### src/rtl/vending_machine_fsm.sv
// Coin vending controller: price 3 units, registered dispense (x) and change (y) pulses.
// Optional VEND_STATS_EN adds vend_cnt/chg_cnt dispense and change counters.
module vending_machine_fsm (
   output logic       x,
   output logic       y,
   input  logic [1:0] coin,
   input  logic       reset,
   input  logic       clock
`ifdef VEND_STATS_EN
   ,
   output logic [7:0] vend_cnt,
   output logic [7:0] chg_cnt
`endif
);

   localparam logic [1:0] S0 = 2'b00;
   localparam logic [1:0] S1 = 2'b01;
   localparam logic [1:0] S2 = 2'b10;

   localparam logic [1:0] C_NONE = 2'b00;
   localparam logic [1:0] C_ONE  = 2'b01;
   localparam logic [1:0] C_TWO  = 2'b10;

   logic [1:0] pre_st;
   logic [1:0] nxt_st;
   logic       nxt_x;
   logic       nxt_y;

   // State and output registers; reset discards credit with no refund
   always_ff @(posedge clock or posedge reset) begin
      if (reset) begin
         pre_st <= S0;
         x      <= 1'b0;
         y      <= 1'b0;
      end else begin
         pre_st <= nxt_st;
         x      <= nxt_x;
         y      <= nxt_y;
      end
   end

   // Next credit state; invalid coin holds, unreachable 11 falls back to S0
   always_comb begin
      nxt_st = S0;
      case (pre_st)
         S0: begin
            case (coin)
               C_ONE:   nxt_st = S1;
               C_TWO:   nxt_st = S2;
               default: nxt_st = S0;
            endcase
         end
         S1: begin
            case (coin)
               C_ONE:   nxt_st = S2;
               C_TWO:   nxt_st = S0;
               default: nxt_st = S1;
            endcase
         end
         S2: begin
            case (coin)
               C_ONE:   nxt_st = S0;
               C_TWO:   nxt_st = S0;
               default: nxt_st = S2;
            endcase
         end
         default: nxt_st = S0;
      endcase
   end

   // Dispense when credit reaches 3, change when it reaches 4
   always_comb begin
      nxt_x = 1'b0;
      nxt_y = 1'b0;
      case (pre_st)
         S1: begin
            nxt_x = (coin == C_TWO);
         end
         S2: begin
            nxt_x = (coin == C_ONE) || (coin == C_TWO);
            nxt_y = (coin == C_TWO);
         end
         default: begin
            nxt_x = 1'b0;
            nxt_y = 1'b0;
         end
      endcase
   end

`ifdef VEND_STATS_EN
   // Count edges that set x and y; 8-bit counters wrap naturally
   always_ff @(posedge clock or posedge reset) begin
      if (reset) begin
         vend_cnt <= 8'd0;
         chg_cnt  <= 8'd0;
      end else begin
         if (nxt_x) vend_cnt <= vend_cnt + 8'd1;
         if (nxt_y) chg_cnt  <= chg_cnt + 8'd1;
      end
   end
`endif

   logic unused_none;
   assign unused_none = (C_NONE == 2'b00);

endmodule

### config.mk
export PLATFORM = sky130hd
export DESIGN_NAME = vending_machine_fsm
export DESIGN_NICKNAME = d
export VERILOG_FILES = /design/src/rtl/vending_machine_fsm.sv
export SDC_FILE = /design/constraint.sdc
export NUM_CORES = 1
export LEC_CHECK = 0
export ABC_AREA = 1
export CORE_AREA = 2 2 39 41
export DETAILED_ROUTE_END_ITERATION = 12
export DIE_AREA = 0 0 41 43
export PLACE_DENSITY = 0.5
export SYNTH_ARGS = -nofsm -noshare
export SYNTH_HDL_FRONTEND = slang
export SYNTH_SLANG_ARGS = --single-unit
### constraint.sdc
create_clock -name clock -period 2.6 [get_ports clock]
set_input_delay 0.52 -clock clock [delete_from_list [all_inputs] [get_ports clock]]
set_output_delay 0.52 -clock clock [all_outputs]
set_load 0.05 [all_outputs]
==> results by group, run 1 <==
Floorplanning
  – Top Ports: 6
  – Die area: 1760 sq um
  – Rows: 14
  – Starting Density: 18.8%
  – Die H: 43 um
  – Die width: 41 um
  – Core ar.: 1380 sq um

Setup path
  – Buf/Inv on CP: 1
  – CP peak stage delay: 0.79 ns
  – Crit path capture type: output port
  – Delay-heaviest family, CP: buffers and inverters
  – RR Endpoint: pre_st[1]
  – CP startpoint kind: register
  – Worst-path fanout max: 1
  – Critical path arrival: 1.33 ns
  – Worst EP required: 2.08 ns
  – Worst Setup Path Type: reg2out
  – Critical-path cell list: clkdlybuf4s50_1
  – Reg-to-Reg Start: pre_st[0]
  – Reg2reg path depth: 6
  – Reg2Reg Setup Slack: 1.60 ns
  – Critical path's slowest cell: clkdlybuf4s50_1

Timing
  – Setup Skew: 0.000452 ns
  – Fin worst setup slack: 0.749 ns
  – Tcrit/Tclk final: 71.2%
  – Top achievable clock speed: 540 MHz
  – # setup viols final: 0
  – Hold Vio Cnt, Final: 0
  – Worst rel slew slack: 67.3%
  – Pins Over Slew Limit: 0
  – RSZ-0062 raised after global routing: no
  – Worst slew pin tran: 0.489 ns
  – Final TNS setup: 0 ns
  – Min Tclk post-route: 1.85 ns

Synth
  – Cells after synthesis: 31
  – Syn avg cell area: 8.40 sq um
  – Netlist cell types: 7
  – Share of the synthesized area in the top cell type: 38.5%
  – Syn nets: 41
  – Flops & latches, synth: 4
  – Ys Warns: 0
  – Sequential area share after synthesis: 38.5%
  – Leading area contributor after synthesis: dfrtp_1
  – Largest cells by area after synthesis: dfrtp_1, ha_1, inv_1
  – Synthesized cell area: 260 sq um

Power and ir drop
  – Gate power share: 41.4%
  – Worst vdd ir: 0.000155 V
  – P per Cell Area: 820 nW/um^2
  – Internal: 183 uW
  – P_sw: 107 uW
  – Sw frac: 36.8%
  – Sequential share of power: 32.8%
  – Clock power share: 25.7%
  – Pleak: 0.196 nW

GRT
  – Antenna violations before repair: 0
  – Grt total ovfl: 0
  – Total track usage: 5.53%
  – Largest net degree at the start of global routing: 5
  – Vias in the first global route: 156
  – First-pass GRT wire length: 621 um

Place
  – Placed cell areas: 330 sq um
  – PortBufs: 5
  – Pre-CTS setup slack: 0.866 ns
  – # placed instances: 52
  – Routability cong.: 0.715
  – Hpwl dp: 310 um

Detailed routing
  – Routed WL: 360 um
  – # DRC: 0
  – Drt pass-1 iters: 2
  – DRT iter0 DRCs: 1
  – Via density: 3.60
  – Antenna-violating nets left: 0
  – Routed vias: 198
  – Routed len/inst: 6.55 um

Clock tree
  – Clock Pin Slew Worst Setup and Hold Paths: 0.03 ns
  – Setup bufs post-CTS: 0
  – Clock Path Buffers: 2
  – H-tree Lvls: 1
  – CTS tree: done
  – Hold-fix buffers, CTS: 0
  – Total CTS buffers: 3
  – Post-cts gate resize count: 0
  – Clock sinks: 4
  – Root buffer cell: clkbuf_4
  – Clock latency on the worst-skew pair: 0.23 ns

Cells and area
  – Layout cells sized above 1: 7.69%
  – Area grow syn2layout: 35.6%
  – NumNets Final: 51
  – Core Util, Final: 25.5%
  – Finished Layout Cells: 55
  – Diodes inserted: 0
  – Post-route design area: 353 sq um

Outcome
  – Status: finished, final reports clean

Flow run
  – Max Cap Viol: 0

Min path
  – Hold Path Class: in2async
## placed cells by master (no fill, tap or decap)
cell type	count
a21boi_1	1
a21oi_1	1
nand3_1	1
clkdlybuf4s50_1	5
nand2_1	9
clkbuf_4	3
ha_1	6
dfrtp_1	4
inv_1	9
## sequential cells by signal, indices dropped and copies added (netlist names)
signal and count:
pre_st 2, x 1, y 1
## power by group through the flow
| stage | Sequential, mW | Combinational (mW) | Clock [mW] |
|---|---|---|---|
| after floorplan | 0.114 | 0.0677 | 0 |
| after global placement | 0.0963 | 0.123 | 0 |
| after detailed placement | 0.0964 | 0.120 | 0 |
| after CTS | 0.0953 | 0.121 | 0.0783 |
| after global routing | 0.0980 | 0.139 | 0.0799 |
| final | 0.0951 | 0.120 | 0.0744 |
## kinds of logic after synthesis
logic type,synth area share (%)
DFF,38.5
AOI/OAI and AO/OA,4.81
adders and majority gates,28.8
and+or+nand+nor,14.9
buffers and inverters,13.0
## how the worst max path moves through the flow
stage                  from         to  slack [ns]  cells after the start
floorplan           coin[0]  pre_st[1]        1.43                      6
global placement    coin[0]  pre_st[1]        0.87                      7
detailed placement  coin[0]  pre_st[1]        0.87                      7
CTS                       x          x        0.74                      1
global route              y          y        0.71                      1
finish                    x          x        0.75                      1
## Yosys cell counts
cell and instances:
nand3_1 1, a21boi_1 1, nand2_1 9, inv_1 9, ha_1 6, dfrtp_1 4, a21oi_1 1
## per-stage QoR
step	hold WS, ns	total power, mW
floorplan	0.286	0.182
global placement	0.648	0.219
detailed placement	0.626	0.216
CTS	0.475	0.295
global route	0.495	0.317
finish	0.472	0.289
## metal layers
layer / vias up / wire length [um] / track usage (%)
met4: 0 / 18 / 6.00
li1: 107 / - / -
met1: 82 / 178 / 8.06
met2: 7 / 143 / 5.63
met3: 2 / 20 / 1.57
met5: - / 0 / 0
## final cells by class
| class | instances | area, sq um |
|---|---|---|
| clock buffer | 3 | 22.5 |
| timing repair buffer | 5 | 50.0 |
| sequential | 4 | 100 |
| inverter | 9 | 33.8 |
| multi-input combinational | 18 | 126 |
| fill | 158 | 1030 |
| tap | 16 | 20.0 |
No activity file was read; power rests on OpenSTA's default activity.
==> run 2, diff against run 1 <==
==> constraint.sdc (replaced) <==
create_clock -name clock -period 1.75 [get_ports clock]
set_input_delay 0.35 -clock clock [delete_from_list [all_inputs] [get_ports clock]]
set_output_delay 0.35 -clock clock [all_outputs]
set_load 0.05 [all_outputs]
==> run 2 against run 1 <==
Setup slack got worse by 0.32 ns; first-iteration DRC count up 100%; wire length grew 9.7%; hold slack worse by 0.17 ns; sequential power up 49%; clock power is 48% higher; die area stayed put; core utilization fell by 0.36 points; sequential share of layout area is 0.41 points higher; critical path depth is 6 higher; combinational power rose by 46%.
==> results by group, run 2 (synthesized netlist as in run 1, its figures left out) <==
Cells and area
  – Area grow syn2layout: 33.7%
  – Top reg by flops: pre_st
  – Finished Layout Cells: 55 (unchanged)
  – NumNets Final: 51 (unchanged)
  – Diodes inserted: 0 (unchanged)
  – Layout cells sized above 1: 12.8% (+5.1 points)
  – Leading registers by flop count: pre_st x2, x x1, y x1
  – Commonest non-fill, non-tap cells in the layout: inv_1, nand2_1, ha_1
  – Core Util, Final: 25.1% (-0.36 points)
  – Max reg flops: 2 (unchanged)

Setup path
  – Worst-path fanout max: 3 (+2)
  – Reg2Reg Setup Slack: 0.73 ns (-0.87 ns)
  – Crit path capture type: register
  – CP startpoint kind: primary input
  – Critical path's slowest cell: clkdlybuf4s50_1
  – CP Depth: 7 (+6)
  – Worst EP required: 1.87 ns (-0.21 ns)
  – CP peak stage delay: 0.48 ns (-0.31 ns)
  – Delay-heaviest family, CP: buffers and inverters
  – Critical-path cell list: clkdlybuf4s50_1 > inv_1 > ha_1 > nand2_1 > nand3_1 > nand2_1 > inv_1
  – Buf/Inv on CP: 3 (+2)
  – Critical path arrival: 1.44 ns (+0.11 ns)
  – Reg2reg path depth: 6 (unchanged)
  – Worst Setup Path Type: in2reg

Timing
  – RSZ-0062 raised after global routing: no
  – Setup Skew: 0.000505 ns (+0.0000532 ns)
  – Final TNS setup: 0 ns (unchanged)
  – Worst rel slew slack: 90.4% (+23 points)
  – # setup viols final: 0 (unchanged)
  – Worst hold margin: 0.303 ns (-0.170 ns)
  – Min Tclk post-route: 1.32 ns
  – Tcrit/Tclk final: 75.4%
  – Pins Over Slew Limit: 0 (unchanged)
  – Hold Vio Cnt, Final: 0 (unchanged)
  – Top achievable clock speed: 758 MHz
  – Worst slew pin tran: 0.144 ns (-0.346 ns)

Min path
  – Hold Path Class: in2async

Clock tree
  – Setup bufs post-CTS: 0 (unchanged)
  – Clock Path Buffers: 2 (unchanged)
  – Root buffer cell: clkbuf_4
  – H-tree Lvls: 1 (unchanged)
  – Total CTS buffers: 3 (unchanged)
  – CTS tree: done
  – Clock Pin Slew Worst Setup and Hold Paths: 0.04 ns (about the same)
  – Hold-fix buffers, CTS: 0 (unchanged)
  – Clock latency on the worst-skew pair: 0.23 ns (about the same)
  – Post-cts gate resize count: 0 (unchanged)
  – Clock sinks: 4 (unchanged)

Detailed routing
  – # DRC: 0 (unchanged)
  – Via density: 3.40 (-5.6%)
  – Drt pass-1 iters: 2 (unchanged)
  – Antenna-violating nets left: 0 (unchanged)
  – Routed vias: 187 (-5.6%)
  – Routed len/inst: 7.18 um (+9.7%)
  – DRT iter0 DRCs: 2 (+1)
  – Routed WL: 395 um (+9.7%)

Power and ir drop
  – Worst vdd ir: 0.000289 V (+86%)
  – Gate power share: 40.9% (-0.5 points)
  – Internal: 268 uW (+47%)
  – Clock power share: 25.8% (about the same)
  – P_sw: 159 uW (+49%)
  – Sw frac: 37.2% (+0.42 points)
  – Sequential share of power: 33.3% (+0.5 points)
  – P per Cell Area: 1230 nW/um^2 (+50%)
  – Pleak: 0.200 nW (+2.0%)
  – Tot Pwr: 428 uW (+48%)

Place
  – Hpwl dp: 321 um (+3.6%)
  – PortBufs: 5 (unchanged)
  – Routability cong.: 0.727 (+1.7%)
  – # placed instances: 52 (unchanged)

GRT
  – First-pass GRT wire length: 731 um (+18%)
  – Grt total ovfl: 0 (unchanged)
  – Vias in the first global route: 191 (+22%)
  – Largest net degree at the start of global routing: 5 (unchanged)
  – Antenna violations before repair: 0 (unchanged)
  – Total track usage: 6.83% (+1.3 points)

Floorplanning
  – Die H: 43 um (unchanged)
  – Core ar.: 1380 sq um (unchanged)
  – Starting Density: 18.8% (unchanged)
  – Top Ports: 6 (unchanged)
  – Die width: 41 um (unchanged)
  – Die area: 1760 sq um (unchanged)
  – Rows: 14 (unchanged)

Outcome
  – Status: finished, final reports clean

Flow run
  – Max Cap Viol: 0 (unchanged)
==> run 2: cell count changes in the layout (fill, tap and decap cells not counted), sizes merged <==
cell           change
buf                +2
clkdlybuf4s50      -2
==> run 2: final timing paths <==
| kind | startpoint | endpoint |
|---|---|---|
| worst max-delay path | coin[0] | pre_st[1] |
| worst min-delay path | reset | pre_st[0] |
| min in group clock | pre_st[1] | pre_st[0] |
| worst max register to register | pre_st[0] | pre_st[1] |
| worst min register to register | pre_st[1] | pre_st[0] |
| max in group asynchronous | reset | y |
==> run 2: layout make-up <==
cell class              instances  area, sq um
fillers                       157         1040
multi-input cells              18          126
flip-flops and latches          4          100
repair buffers                  5         45.0
inverters                       9         33.8
clock buffers                   3         22.5
well taps                      16         20.0
==> run 2: stage by stage <==
stage | area [sq um] | setup slack, ns
after floorplan | 260 | 0.754
after global placement | 325 | 0.188
after detailed placement | 325 | 0.178
after CTS | 348 | 0.429
after global routing | 348 | 0.320
final | 348 | 0.430
==> run 2: worst register-to-register path, cell delays in order, from the launching register on <==
cell	delay, ns
dfrtp_1	0.37
inv_1	0.07
ha_1	0.23
nand2_1	0.06
nand3_1	0.07
nand2_1	0.06
inv_1	0.04
==> run 2: layer usage <==
metal / track usage [%] / wire length, um / vias to the layer above
met1: 9.00 / 186 / 76
met4: 12.0 / 0 / 0
met5: 0 / 0 / -
met2: 6.88 / 191 / 5
li1: - / - / 106
met3: 0 / 18 / 0
==> run 2: power by group through the flow <==
stage	sequential, mW	combinational (mW)	clock, mW
6_report	0.142	0.175	0.110
4_1_cts	0.143	0.178	0.119
2_1_floorplan	0.170	0.101	0
3_3_place_gp	0.143	0.180	0
3_5_place_dp	0.144	0.176	0
5_1_grt	0.149	0.206	0.119
